==> config.mk <==
export PLATFORM = sky130hd
export DESIGN_NAME = vga_rect_fill
export DESIGN_NICKNAME = d
export VERILOG_FILES = /design/src/rtl/vga_pkg.sv /design/src/rtl/vga_rect_norm.sv /design/src/rtl/vga_rect_fill.sv
export SDC_FILE = /design/constraint.sdc
export NUM_CORES = 1
export LEC_CHECK = 0
export CAP_MARGIN = 20
export CORE_MARGIN = 2
export CORE_UTILIZATION = 54
export CTS_CLUSTER_SIZE = 10
export DETAILED_ROUTE_END_ITERATION = 7
export GPL_ROUTABILITY_DRIVEN = 1
export PLACE_DENSITY_LB_ADDON = 0.2
export SLEW_MARGIN = 20
export SYNTH_ARGS = -nofsm -noshare
export SYNTH_HDL_FRONTEND = slang
export SYNTH_SLANG_ARGS = --single-unit
==> constraint.sdc <==
create_clock -name clk_i -period 3.9 [get_ports clk_i]
set_input_delay 1.17 -clock clk_i [delete_from_list [all_inputs] [get_ports clk_i]]
set_output_delay 1.17 -clock clk_i [all_outputs]
set_load 0.05 [all_outputs]
==> src/rtl/vga_pkg.sv <==
// rtl/vga_pkg.sv - shared resolution, widths, types and fill FSM states
package vga_pkg;

  localparam int HD         = 1280;
  localparam int VD         = 1024;
  localparam int COORD_BITS = 11;
  localparam int COLOR_BITS = 2;
  localparam int CNT_BITS   = 21;

  typedef logic [COORD_BITS-1:0] coord_t;
  typedef logic [COLOR_BITS-1:0] color_t;
  typedef logic [CNT_BITS-1:0]   cnt_t;

  typedef enum logic [1:0] {
    IDLE = 2'd0,
    FILL = 2'd1,
    DONE = 2'd2
  } fill_state_e;

endpackage

==> src/rtl/vga_rect_norm.sv <==
// rtl/vga_rect_norm.sv - corner normalisation, screen clipping and off-screen detection
module vga_rect_norm
  import vga_pkg::*;
(
  input  coord_t x0,
  input  coord_t y0,
  input  coord_t x1,
  input  coord_t y1,
  output coord_t xmin,
  output coord_t xmax,
  output coord_t ymin,
  output coord_t ymax,
  output logic   offscreen
);

  localparam coord_t X_LAST = coord_t'(HD - 1);
  localparam coord_t Y_LAST = coord_t'(VD - 1);

  coord_t xhi;
  coord_t yhi;

  always_comb begin
    xmin = (x0 < x1) ? x0 : x1;
    xhi  = (x0 < x1) ? x1 : x0;
    ymin = (y0 < y1) ? y0 : y1;
    yhi  = (y0 < y1) ? y1 : y0;
    // Only the far edge needs clipping; a near edge past the screen means nothing is drawn.
    xmax = (xhi > X_LAST) ? X_LAST : xhi;
    ymax = (yhi > Y_LAST) ? Y_LAST : yhi;
    offscreen = (xmin > X_LAST) || (ymin > Y_LAST);
  end

endmodule

==> src/rtl/vga_rect_fill.sv <==
// rtl/vga_rect_fill.sv - row-major rectangle fill engine driving the framebuffer write port
module vga_rect_fill
  import vga_pkg::*;
(
  input  logic                  clk_i,
  input  logic                  arstn_i,
  input  logic                  start_i,
  input  logic [COORD_BITS-1:0] x0_i,
  input  logic [COORD_BITS-1:0] y0_i,
  input  logic [COORD_BITS-1:0] x1_i,
  input  logic [COORD_BITS-1:0] y1_i,
  input  logic [COLOR_BITS-1:0] color_i,
  input  logic                  ready_i,
  output logic [COORD_BITS-1:0] addr_x_o,
  output logic [COORD_BITS-1:0] addr_y_o,
  output logic [COLOR_BITS-1:0] color_o,
  output logic                  we_o,
  output logic                  busy_o,
  output logic                  done_o,
  output logic [CNT_BITS-1:0]   pix_cnt_o
);

  fill_state_e state_q, state_d;

  coord_t n_xmin, n_xmax, n_ymin, n_ymax;
  logic   n_offscreen;
  coord_t xmin_q, xmax_q, ymax_q;
  logic   accept, xfer, row_end, last_px;

  vga_rect_norm u_norm (
    .x0        (x0_i),
    .y0        (y0_i),
    .x1        (x1_i),
    .y1        (y1_i),
    .xmin      (n_xmin),
    .xmax      (n_xmax),
    .ymin      (n_ymin),
    .ymax      (n_ymax),
    .offscreen (n_offscreen)
  );

  always_comb begin
    state_d = state_q;
    accept  = (state_q == IDLE) && start_i;
    xfer    = (state_q == FILL) && ready_i;
    row_end = (addr_x_o == xmax_q);
    last_px = row_end && (addr_y_o == ymax_q);
    case (state_q)
      IDLE:    if (start_i) state_d = n_offscreen ? DONE : FILL;
      FILL:    if (ready_i && last_px) state_d = DONE;
      DONE:    state_d = IDLE;
      default: state_d = IDLE;
    endcase
  end

  always_ff @(posedge clk_i) begin
    if (!arstn_i) begin
      state_q   <= IDLE;
      addr_x_o  <= '0;
      addr_y_o  <= '0;
      color_o   <= '0;
      pix_cnt_o <= '0;
      xmin_q    <= '0;
      xmax_q    <= '0;
      ymax_q    <= '0;
    end else begin
      state_q <= state_d;
      if (accept) begin
        pix_cnt_o <= '0;
        // Address/colour stay untouched for an off-screen command since nothing is written.
        if (!n_offscreen) begin
          xmin_q   <= n_xmin;
          xmax_q   <= n_xmax;
          ymax_q   <= n_ymax;
          addr_x_o <= n_xmin;
          addr_y_o <= n_ymin;
          color_o  <= color_i;
        end
      end else if (xfer) begin
        pix_cnt_o <= pix_cnt_o + cnt_t'(1);
        if (!row_end) begin
          addr_x_o <= addr_x_o + coord_t'(1);
        end else if (!last_px) begin
          addr_x_o <= xmin_q;
          addr_y_o <= addr_y_o + coord_t'(1);
        end
      end
    end
  end

  assign we_o   = (state_q == FILL);
  assign busy_o = (state_q != IDLE);
  assign done_o = (state_q == DONE);

endmodule

-- Word-level counts from Yosys, hierarchy flattened
Cells that the tools add are included.
- input bits: 50
- flip-flop bits (word level): 80
- word-level logic and storage cells: 62
- equality and inequality tests: 9
- bitwise operators: 2
- $add $sub $neg: 3
- order comparisons: 6
- muxes and demuxes: 20
- reductions and logical operators: 14
- operator list (kind ; number):
    $mux W11 ; 16
    $add A11 B1 Y11 const B ; 2
    $eq A11 B11 Y1 ; 2
    $gt A11 B10 Y1 const B ; 2
    $gt A11 B11 Y1 const B ; 2
    $lt A11 B11 Y1 ; 2
    $add A21 B1 Y21 const B ; 1
    $mux W2 ; 3
    $ne A2 B2 Y1 const B ; 3
    $reduce_bool A2 Y1 ; 3
    $logic_and A1 B1 Y1 ; 4
    $pmux W2 S2 ; 1
    $reduce_and A2 Y1 ; 2
    $reduce_and A4 Y1 ; 1
    $ne A3 B3 Y1 const B ; 1
    $reduce_and A3 Y1 ; 1
    $eq A2 B1 Y1 const B ; 1
    $eq A2 B2 Y1 const B ; 1
    $logic_not A2 Y1 ; 1
    $ne A2 B1 Y1 const B ; 1
    $not A1 Y1 ; 2
    $reduce_or A2 Y1 ; 1
    $logic_or A1 B1 Y1 ; 1

-- Depth between registers and ports, before layout
- depth in word-level cells: 7
- mapped depth: 12
- mapped depth without buffers: 9

-- Modules after synthesis
A second synthesis with hierarchy kept.
- cell total of the unflattened synthesis: 718
- area total of the unflattened synthesis: 5550.3 µm²
- by module, submodules not included (module ; area each (µm²) ; instances ; seq. area each (µm²) ; cells each):
    vga_rect_fill ; 4332.9 ; 1 ; 1601.5 ; 546
    vga_rect_norm ; 1217.4 ; 1 ; 0.0 ; 172

-- Worst setup path after synthesis
Ideal clock, no wire load.
- kind: in2reg
- start: in y1_i[10]
- end: reg addr_y_o[6]
- stages on the path: 12
- buffers on the path: 3
- path slack: 611 ps
- arrival time: 3201 ps
- cells stage by stage: clkbuf_1 -> inv_1 -> ha_1 -> nand2_1 -> nor2_1 -> a211oi_2 -> o21ai_2 -> mux2i_1 -> buf_2 -> buf_2 -> o2111ai_2 -> o31ai_1
- longest elaborated chain between the ends: 6
- elaborated cells on any way between the ends: 8
- classes of those cells: order compare: 2; eq/ne: 1; mux: 3; reduce/logical: 2
- ends and longest elaborated chain (what ; RTL line ; text):
    start: declaration ; vga_rect_fill.sv:11 ; input logic [COORD_BITS-1:0] y1_i,
    $lt A11 B11 Y1 ; vga_rect_norm.sv:25 ; ymin = (y0 < y1) ? y0 : y1;
    $mux W11 (*) ; vga_rect_norm.sv:25 ;
    $gt A11 B10 Y1 ; vga_rect_norm.sv:30 ; offscreen = (xmin > X_LAST) || (ymin > Y_LAST);
    $logic_or A1 B1 Y1 ; vga_rect_norm.sv:30 ;
    $ne A2 B2 Y1 (no line) ; n/a ;
    $reduce_and A4 Y1 (no line) ; n/a ;
    end signal: assignment ; vga_rect_fill.sv:76 ; addr_y_o <= n_ymin;
    end signal: assignment ; vga_rect_fill.sv:85 ; addr_y_o <= addr_y_o + coord_t'(1);
    end: declaration ; vga_rect_fill.sv:15 ; output logic [COORD_BITS-1:0] addr_y_o,
Every way passes the cells marked *; elsewhere a longest branch is shown, timed or not. The select of a mux whose other input is x is not followed.
A chain may end at the register's enable or synchronous reset.

-- Worst setup path after layout
- start: in x1_i[8]
- end: reg addr_x_o[5]
- longest elaborated chain between the ends: 6
- elaborated cells on any way between the ends: 8
- classes of those cells: order compare: 2; eq/ne: 1; mux: 3; reduce/logical: 2
- ends and longest elaborated chain (what ; RTL line ; text):
    start: declaration ; vga_rect_fill.sv:10 ; input logic [COORD_BITS-1:0] x1_i,
    $lt A11 B11 Y1 ; vga_rect_norm.sv:23 ; xmin = (x0 < x1) ? x0 : x1;
    $mux W11 (*) ; vga_rect_norm.sv:23 ;
    $gt A11 B11 Y1 ; vga_rect_norm.sv:30 ;
    $logic_or A1 B1 Y1 ; vga_rect_norm.sv:30 ;
    $ne A2 B2 Y1 (no line) ; n/a ;
    $reduce_and A3 Y1 (no line) ; n/a ;
    end signal: assignment ; vga_rect_fill.sv:75 ; addr_x_o <= n_xmin;
    end signal: assignment ; vga_rect_fill.sv:82 ; addr_x_o <= addr_x_o + coord_t'(1);
    end signal: assignment ; vga_rect_fill.sv:84 ; addr_x_o <= xmin_q;
    end: declaration ; vga_rect_fill.sv:14 ; output logic [COORD_BITS-1:0] addr_x_o,
Marks and branches as above.

==> Flow_metrics.wiki <==
{| class="wikitable"
! Metric !! Value
|-
| Wirelength, routed || about 15000 µm
|-
| Net load switching power || ~0.93 mW
|-
| Maximum number of pins on one net before global-route repair || 32
|-
| Port-buffer cells || slightly below 100
|-
| Wire length of the first global-routing pass || 24900 µm
|-
| Placed Instances || between 800 and 900
|-
| Routability congestion estimate from global placement || ~0.9
|-
| Final-stage net count || 823
|-
| CTS root buffer || sky130_fd_sc_hd__clkbuf_8
|-
| Cell area after placement || ~6600 µm²
|-
| Non-filler cells, final || slightly below 900
|-
| Clock network latency to the later pin of the worst-skew pair || 0.37 ns
|-
| Actual transition at the worst max-transition pin || about 0.65 ns
|-
| Portion of synthesized cell area occupied by the leading cell type || 0.296
|-
| Most area-hungry cell type in the Yosys netlist || sky130_fd_sc_hd__dfxtp_1
|-
| Count of pins on the block boundary || 98
|-
| Quantity of gates resized following cts || 0
|-
| Startpoint of the tightest hold check path || xmin_q[8]
|-
| EDFF count, synth || 0
|-
| Count of yosys warnings during synthesis || 0
|-
| Count of antenna-violating nets left after detailed routing || 0
|-
| FP Rows || 36
|-
| Height of the chip || roughly 100 µm
|-
| Leading cell types by count after synthesis || sky130_fd_sc_hd__dfxtp_1 (80), sky130_fd_sc_hd__nor2_1 (72), sky130_fd_sc_hd__a21oi_1 (54)
|-
| Max-cap violation count || 0
|-
| Number of remaining DRC errors || 0
|-
| Via count of the first global-routing pass || 5093
|-
| Unrepaired setup endpoints after global routing || false
|-
| Post-synth ARST share || 0
|-
| Total count of hold-check failures in the final report || 0
|-
| Number of optimization iterations in the first detailed-route pass || 7
|-
| Run status || complete, no violations
|-
| Cell area after layout || between 6000 and 7000 µm²
|-
| Areal power density over the cells || 355 nW/µm²
|-
| Max Clock Freq || between 200 and 300 MHz
|-
| Post-Syn Nets || between 700 and 800
|-
| Minimum period implied by the final worst setup slack || roughly 3.6 ns
|-
| Leftover overflow at the end of global routing || 0
|-
| Top flip-flop cell by instance count after synthesis || sky130_fd_sc_hd__dfxtp_1
|-
| Switching share of power || 0.389
|-
| Sequential element share of the synthesized area || 0.296
|-
| Dpl hpwl || 11200 µm
|-
| Seq pwr share || 0.393
|-
| Antenna violations before repair || 0
|-
| Share of post-route cells with drive strength above 1 || 0.146
|-
| Fillers || between 800 and 900
|-
| WHS || approximately 0.47 ns
|-
| Power Internal || 1.46 mW
|-
| Number of synthesized register bits || 80
|-
| Final slew viol count || 0
|-
| Period utilisation layout || 0.915
|-
| Clock sink total || 80
|-
| Avg Cell Area, Syn || 8.19 µm²
|-
| Worst Hold Path Cells || 2
|-
| Clock Power Share || 0.248
|-
| Antenna Diode Count || 0
|-
| Worst-case clock skew || roughly 0.014 ns
|-
| Critical path fanouts, max || 11
|-
| Sequential cell area || about 1600 µm²
|-
| Core region area || slightly below 10000 µm²
|-
| Initial core utilization || 0.555
|-
| H-tree level count || 3
|-
| Cell area after synthesis || between 5000 and 6000 µm²
|-
| Final critical-path setup slack || 0.331 ns
|-
| WP data arrival || 3.87 ns
|-
| CTS tree || built
|-
| Overall die width || ~100 µm
|-
| Signed area change from the synthesized netlist to the final layout || 24.8%
|-
| Total leakage power || roughly 2.5 nW
|-
| Multi-input combinational cell area || 3490 µm²
|-
| Worst Setup End Kind || flop
|-
| Average routed wire per standard cell || roughly 17 µm
|-
| Worst Path Required || 4.20 ns
|-
| Capturing point of the worst reg2reg path || addr_x_o[5]
|-
| Worst Hold Endpoint || xmin_q[8]
|-
| Buffers inserted during post-CTS setup optimization || 0
|-
| # setup viols final || 0
|-
| Number of vias after detailed routing || around 5.3k
|-
| Maximum number of buffers from clock root to sink || 2
|-
| Global router's overall resource usage || 0.279
|-
| Count of cell types in the netlist || between 50 and 60
|-
| Die area || approximately 11000 µm²
|-
| Crit path kind || input port to flop
|-
| Clock-pin transition on the worst setup and hold timing paths || about 0.09 ns
|-
| R2R cell count || 7
|-
| Relative max-transition margin || 0.564
|-
| Post-synthesis instance total || 660
|-
| Crit Reg-Reg Startpoint || addr_y_o[5]
|-
| Internal reg-to-reg setup slack || around 1.6 ns
|-
| Post-detailed-route via-to-cell ratio || around 6
|-
| Category of the worst setup path launch point || input port
|-
| Worst min-delay path class || flop to flop
|-
| Worst IR Drop VDD || roughly 0.17 mV
|-
| Number of clock buffers inserted by TritonCTS || 9
|-
| # hold bufs at CTS || 0
|-
| Top post-synthesis cells by area || sky130_fd_sc_hd__dfxtp_1 (30%), sky130_fd_sc_hd__ha_1 (5.3%), sky130_fd_sc_hd__a21oi_1 (5.0%)
|-
| Portion of total power attributed to combinational logic || 0.359
|-
| DP Worst Slack || -0.0162 ns
|-
| 1st-iter DRT viols || 344
|-
| Most frequently used cell type in the post-synthesis netlist || sky130_fd_sc_hd__dfxtp_1
|}
cell families after synthesis:
group | count (synthesis) | synth area share
adders and majority gates | 23 | 0.0533
xor gates and xnor gates | 50 | 0.0810
DFF | 80 | 0.296
buffers and inverters | 70 | 0.0614
and+or+nand+nor | 239 | 0.220
AOI/OAI and AO/OA | 158 | 0.209
muxes | 40 | 0.0785
cell usage in the layout, fill, tap and decap left out, types with 4 or more instances in the layout:
cell / count
sky130_fd_sc_hd__nor2_1: 72
sky130_fd_sc_hd__o211ai_1: 11
sky130_fd_sc_hd__buf_4: 26
sky130_fd_sc_hd__o2111ai_2: 6
sky130_fd_sc_hd__xnor2_1: 30
sky130_fd_sc_hd__clkdlybuf4s50_1: 97
sky130_fd_sc_hd__clkbuf_8: 9
sky130_fd_sc_hd__o21ai_0: 27
sky130_fd_sc_hd__mux2_2: 12
sky130_fd_sc_hd__xor2_1: 20
sky130_fd_sc_hd__nor3_1: 14
sky130_fd_sc_hd__ha_1: 23
sky130_fd_sc_hd__a311oi_1: 4
sky130_fd_sc_hd__and3_1: 12
sky130_fd_sc_hd__nand3_1: 43
sky130_fd_sc_hd__a21oi_2: 8
sky130_fd_sc_hd__nand2_1: 52
sky130_fd_sc_hd__o31ai_1: 13
sky130_fd_sc_hd__dfxtp_1: 80
sky130_fd_sc_hd__a21oi_1: 54
sky130_fd_sc_hd__nor3_2: 12
sky130_fd_sc_hd__inv_1: 24
sky130_fd_sc_hd__mux2i_1: 25
sky130_fd_sc_hd__o21ai_2: 8
sky130_fd_sc_hd__o221a_2: 6
sky130_fd_sc_hd__nand4_1: 11
worst max path at each step:
| stage | startpoint | end | slack [ns] | cells after the start |
|---|---|---|---|---|
| after floorplan | y1_i[10] | addr_y_o[6] | 0.61 | 12 |
| after global placement | x1_i[8] | addr_x_o[5] | 0.13 | 11 |
| after detailed placement | x1_i[8] | addr_x_o[6] | -0.02 | 11 |
| after CTS | x1_i[8] | addr_x_o[5] | 0.38 | 11 |
| after global routing | y1_i[2] | addr_y_o[1] | 0.24 | 11 |
| final | x1_i[8] | addr_x_o[5] | 0.33 | 11 |
worst max-delay path, stage by stage:
cell and delay [ns]:
sky130_fd_sc_hd__clkdlybuf4s50_1 0.50, sky130_fd_sc_hd__inv_1 0.08, sky130_fd_sc_hd__ha_1 0.31, sky130_fd_sc_hd__a211oi_2 0.23
sky130_fd_sc_hd__nor2_1 0.12, sky130_fd_sc_hd__a211oi_4 0.19, sky130_fd_sc_hd__and2_4 0.27, sky130_fd_sc_hd__mux2_4 0.38
sky130_fd_sc_hd__a21oi_1 0.17, sky130_fd_sc_hd__buf_4 0.24, sky130_fd_sc_hd__mux2i_1 0.20
power by group through the flow:
| stage | Combinational, mW | Sequential, mW | Clock, mW |
|---|---|---|---|
| floorplan | 0.529 | 1.00 | 0 |
| global placement | 0.824 | 0.954 | 0 |
| detailed placement | 0.844 | 0.955 | 0 |
| CTS | 0.849 | 0.936 | 0.600 |
| global route | 0.922 | 0.946 | 0.637 |
| finish | 0.858 | 0.940 | 0.594 |
flip-flops by register name (all words and copies together), names as in the netlist:
name       cells
color_o        2
addr_y_o      11
xmax_q        11
addr_x_o      11
xmin_q        11
state_q        2
ymax_q        11
pix_cnt_o     21
layer usage:
metal  share of wire  track usage  wire length [µm]
met2            0.47        0.451              7010
met4           0.012       0.0820               185
met1            0.45        0.382              6780
met5               0            0                 0
met3           0.071       0.0501              1060
stage by stage:
step / TNS, ns / total power, mW / util
final: 0 / 2.39 / 0.693
after global routing: 0 / 2.51 / 0.693
after CTS: 0 / 2.39 / 0.693
after detailed placement: -0.0413 / 1.80 / 0.674
after global placement: 0 / 1.78 / 0.674
after floorplan: 0 / 1.53 / -
cell type report:
type,instances,share of cell area
multi-input cells,510,0.518
flip-flops and latches,80,0.237
repair buffers,125,0.179
well taps,133,0.0247
clock buffers,9,0.0184
inverters,24,0.0134
clock inverters,7,0.00946
No activity file was read; power rests on OpenSTA's default activity.
